## src/rtl/buzzer_tone_gen.sv

```systemverilog
// Piezo tone generator: turns the sequencer's one-hot note code into a
// 50%-duty square wave at that note's pitch, with mute and rest handling.
module buzzer_tone_gen #(
    parameter int CLK_HZ = 50000000,
    parameter int CNT_W  = 20
) (
    input  logic        clock,
    input  logic        reset,
    input  logic [12:0] beat,
    input  logic        enable,
    output logic        tone,
    output logic        note_valid,
    output logic [3:0]  note_idx
);

    typedef logic [CNT_W-1:0] cnt_t;

    // Terminal count (half period minus one) for note i, folded at elaboration.
    function automatic cnt_t half_lim(input int i);
        int f;
        case (i)
            0:       f = 262;
            1:       f = 277;
            2:       f = 294;
            3:       f = 311;
            4:       f = 330;
            5:       f = 349;
            6:       f = 370;
            7:       f = 392;
            8:       f = 415;
            9:       f = 440;
            10:      f = 466;
            11:      f = 494;
            default: f = 523;
        endcase
        return cnt_t'(CLK_HZ / (2 * f) - 1);
    endfunction

    logic [15:0][CNT_W-1:0] lim;

    for (genvar g = 0; g < 16; g++) begin : g_lim
        assign lim[g] = half_lim(g);
    end

    logic [12:0] beat_q;
    cnt_t        cnt;
    logic        dvalid;
    logic [3:0]  didx;
    logic [3:0]  ones;
    logic [3:0]  last_idx;
    logic        note_change;

    always_comb begin
        ones     = 4'd0;
        last_idx = 4'd0;
        for (int i = 0; i < 13; i++) begin
            if (beat_q[i]) begin
                ones     = ones + 4'd1;
                last_idx = 4'(i);
            end
        end
        dvalid = (ones == 4'd1);
        didx   = dvalid ? last_idx : 4'd0;
    end

    assign note_change = (dvalid != note_valid) || (didx != note_idx);

    always_ff @(posedge clock or posedge reset) begin
        if (reset) begin
            beat_q     <= '0;
            note_valid <= 1'b0;
            note_idx   <= 4'd0;
            cnt        <= '0;
            tone       <= 1'b0;
        end else begin
            beat_q <= beat;
            // A new note always restarts the phase, even if muted.
            if (note_change) begin
                note_valid <= dvalid;
                note_idx   <= didx;
                cnt        <= '0;
                tone       <= 1'b0;
            end else if (!note_valid || !enable) begin
                cnt  <= '0;
                tone <= 1'b0;
            end else if (cnt == lim[note_idx]) begin
                cnt  <= '0;
                tone <= ~tone;
            end else begin
                cnt <= cnt + 1'b1;
            end
        end
    end

endmodule

```

## config.mk

```make
export PLATFORM = sky130hd
export DESIGN_NAME = buzzer_tone_gen
export DESIGN_NICKNAME = d
export VERILOG_FILES = /design/src/rtl/buzzer_tone_gen.sv
export SDC_FILE = /design/constraint.sdc
export NUM_CORES = 1
export LEC_CHECK = 0
export CAP_MARGIN = 20
export CORE_MARGIN = 5
export CORE_UTILIZATION = 65
export CTS_CLUSTER_DIAMETER = 40
export DETAILED_ROUTE_END_ITERATION = 6
export HOLD_SLACK_MARGIN = 0.03
export PLACE_DENSITY = 0.86
export REMOVE_ABC_BUFFERS = 1
export SKIP_CTS_REPAIR_TIMING = 1
export SYNTH_ARGS = -nofsm -noshare
export SYNTH_HDL_FRONTEND = slang
export SYNTH_SLANG_ARGS = --single-unit
export TNS_END_PERCENT = 1
```

## constraint.sdc

```tcl
create_clock -name clock -period 25.4 [get_ports clock]
set_input_delay 3.81 -clock clock [delete_from_list [all_inputs] [get_ports clock]]
set_output_delay 3.81 -clock clock [all_outputs]
set_load 0.05 [all_outputs]
```

==> results.toml <==
[die]
ioPinCount = 22
rows = 27
die_w_um = 85.7
start_util = 0.673
die_h_um = 85.7
core_area_um2 = 5540
die_area_um2 = 7350

[timing]
whs_ns = 0.657
maxSlewHeadroom = 0.394
period_share = 0.368
tightest_slew_ns = 0.909
max_freq_mhz = 107
min_period_ns = 9.35
rsz0062_at_grt = "false"
skew_ns = 0.00495
final_hold_viol_count = 0
fin_tns_setup_ns = 0
slew_viol_final = 0
setup_viol_count_final = 0

[placement]
gp_congestion = 0.850
dp_hpwl_mm = 6.23
port-buffer-count = 21

[logic_synthesis]
yosysUniqueCellTypes = 64
synthCells = 424
synth_edf_count = 0
ys_ff_latch = 39
yosys_warnings = 0
yosysTopAreaCellShare = 0.262
synth_area_leaders = "dfrtp_1 (26%), ha_1 (7.0%), xnor2_1 (6.8%)"
ys.flop_type = "dfrtp_1"
yosys.area.top_type = "dfrtp_1"
syn_avg_cell_area_um2 = 8.79
ys_seq_area_frac = 0.262
syn_area_um2 = 3730
async_flop_share = 1.00

[setup_path]
worst_setup_path_start_kind = "register"
crit_type = "reg2reg"
critPathMaxFanout = 26
end_kind = "register"
startpoint = "beat_q[0]$_DFF_PP0_"
arrival_ns = 9.58
crit_slowest_cell = "a2111oi_0"
cp_data_required_time_ns = 25.64
worst_path_most_repeated_cell = "ha_1"
max_stage_delay_ns = 0.52
regToRegStartpoint = "beat_q[0]$_DFF_PP0_"

[clocking]
cts.clk_slew.worst_paths_ns = 0.09
clockBufferDepth = 2
cts_tree = "built"
clkLatencyLatePin_ns = 0.30
htree_num_levels = 2
cts-buffers-inserted = 5
clkSinkCount = 39
clock-root-buffer = "clkbuf_8"

[power_and_ir_drop]
peakVddDrop_uv = 70.5
p_per_area_nw_per_um2 = 95.5
power.leakage_nw = 1.75

[global_route]
first_global_vias = 3166
grt_pass1_wl_mm = 15.1
overflow = 0
grt_max_degree = 40
antenna_found_initial = 0
grt_usage = 0.252

[finish]
fin_nets = 470
area_growth_pct = 8.52
antenna_cells = 0
most-common-layout-cells = "nor2_1 (39), dfrtp_1 (39), nand2_1 (35), xnor2_1 (29), xor2_1 (28)"
drive_above_1_share = 0.0783

[routing]
num_vias = 3217
drt.antenna.violating_nets = 0
post_drt_wl_per_cell_um = 17.0
drt-initial-drc-count = 232
totalWireLength_mm = 8.58
vias_per_cell = 6.36
drc = 0
firstDrtPassIters = 5

[hold_path]
min_from = "cnt[19]$_DFF_PP0_"
hp-class = "reg2reg"

[outcome]
status = "finished clean"

[flow_run]
drv_cap = 0
==> flip-flops by register name, summed over array words and instances (netlist names) <==
name	flops
cnt	20
beat_q	13
note_idx	4
note_valid	1
tone	1
==> critical path: cells and delay by family (launching register included) <==
kind / cells / cell delay, ns
compound gates: 13 / 2.43
xor+xnor: 1 / 0.33
fa+ha+maj: 11 / 3.35
buf+inv: 4 / 0.23
flops: 1 / 0.37
mux: 3 / 0.73
simple gates: 10 / 1.83
==> cell families after synthesis <==
kind of cell	synth area share
mux	0.0248
fa+ha+maj	0.0705
xor+xnor	0.211
simple gates	0.233
flops	0.262
buf+inv	0.0540
compound gates	0.145
==> power by group <==
group / internal [mW] / switching, mW
registers: 0.0657 / 0.0134
clock network: 0.0222 / 0.0248
logic: 0.108 / 0.152
==> path summary, 6_finish.rpt <==
check / end / slack (ns) / cells past startpoint
worst min-delay path: cnt[19]$_DFF_PP0_ / 0.66 / 2
worst max register to register: cnt[5]$_DFF_PP0_ / 16.05 / 42
max in group asynchronous: note_idx[3]$_DFFE_PP0N_ / 21.11 / 3
worst min register to register: cnt[19]$_DFF_PP0_ / 0.66 / 2
worst max-delay path: cnt[5]$_DFF_PP0_ / 16.05 / 42
min in group asynchronous: cnt[17]$_DFF_PP0_ / 3.95 / 3
==> routing by layer <==
metal  share of wire  track usage  vias up
met2            0.47        0.405      111
met3           0.053       0.0451       13
met5               0            0        -
met1            0.46        0.346     1558
met4           0.014       0.0748        0
li1                -            -     1535
==> through the flow <==
step                setup slack, ns  cells  area, µm²   util  total power, mW
floorplan                     17.40    401       3620      -            0.278
global placement              16.66    497       3940  0.711            0.328
detailed placement            16.16    497       3940  0.711            0.336
CTS                           16.06    505       4040  0.729            0.386
global route                  15.41    506       4050  0.730            0.421
finish                        16.05    506       4050  0.730            0.387
==> cells in the mapped netlist (3+ instances only) <==
cell       count
inv_1         19
and4_1        23
nor3_1        13
a21oi_1       19
nor2_1        39
mux2i_1        7
nor4_1         6
o21a_1         3
nor2b_1        7
a31oi_1        4
xor2_1        28
nand2_1       35
clkbuf_1      13
o2111ai_1      4
nand4_1        8
xnor2_1       29
buf_2          5
ha_1          21
xnor3_1        6
o21ai_0       14
o31ai_1        3
o22ai_1        7
nand2b_1       4
dfrtp_1       39
nand3_1       17
a31o_2         3
==> final cells by class <==
type,count,area [µm²]
Clock buffer,6,82.6
Clock inverter,2,16.3
Fill cell,431,1490
Inverter,23,90.1
Multi-Input combinational cell,339,2550
Sequential cell,39,976
Tap cell,72,90.1
Timing Repair Buffer,25,240
Note: power is estimated with default switching activity, not from simulation.
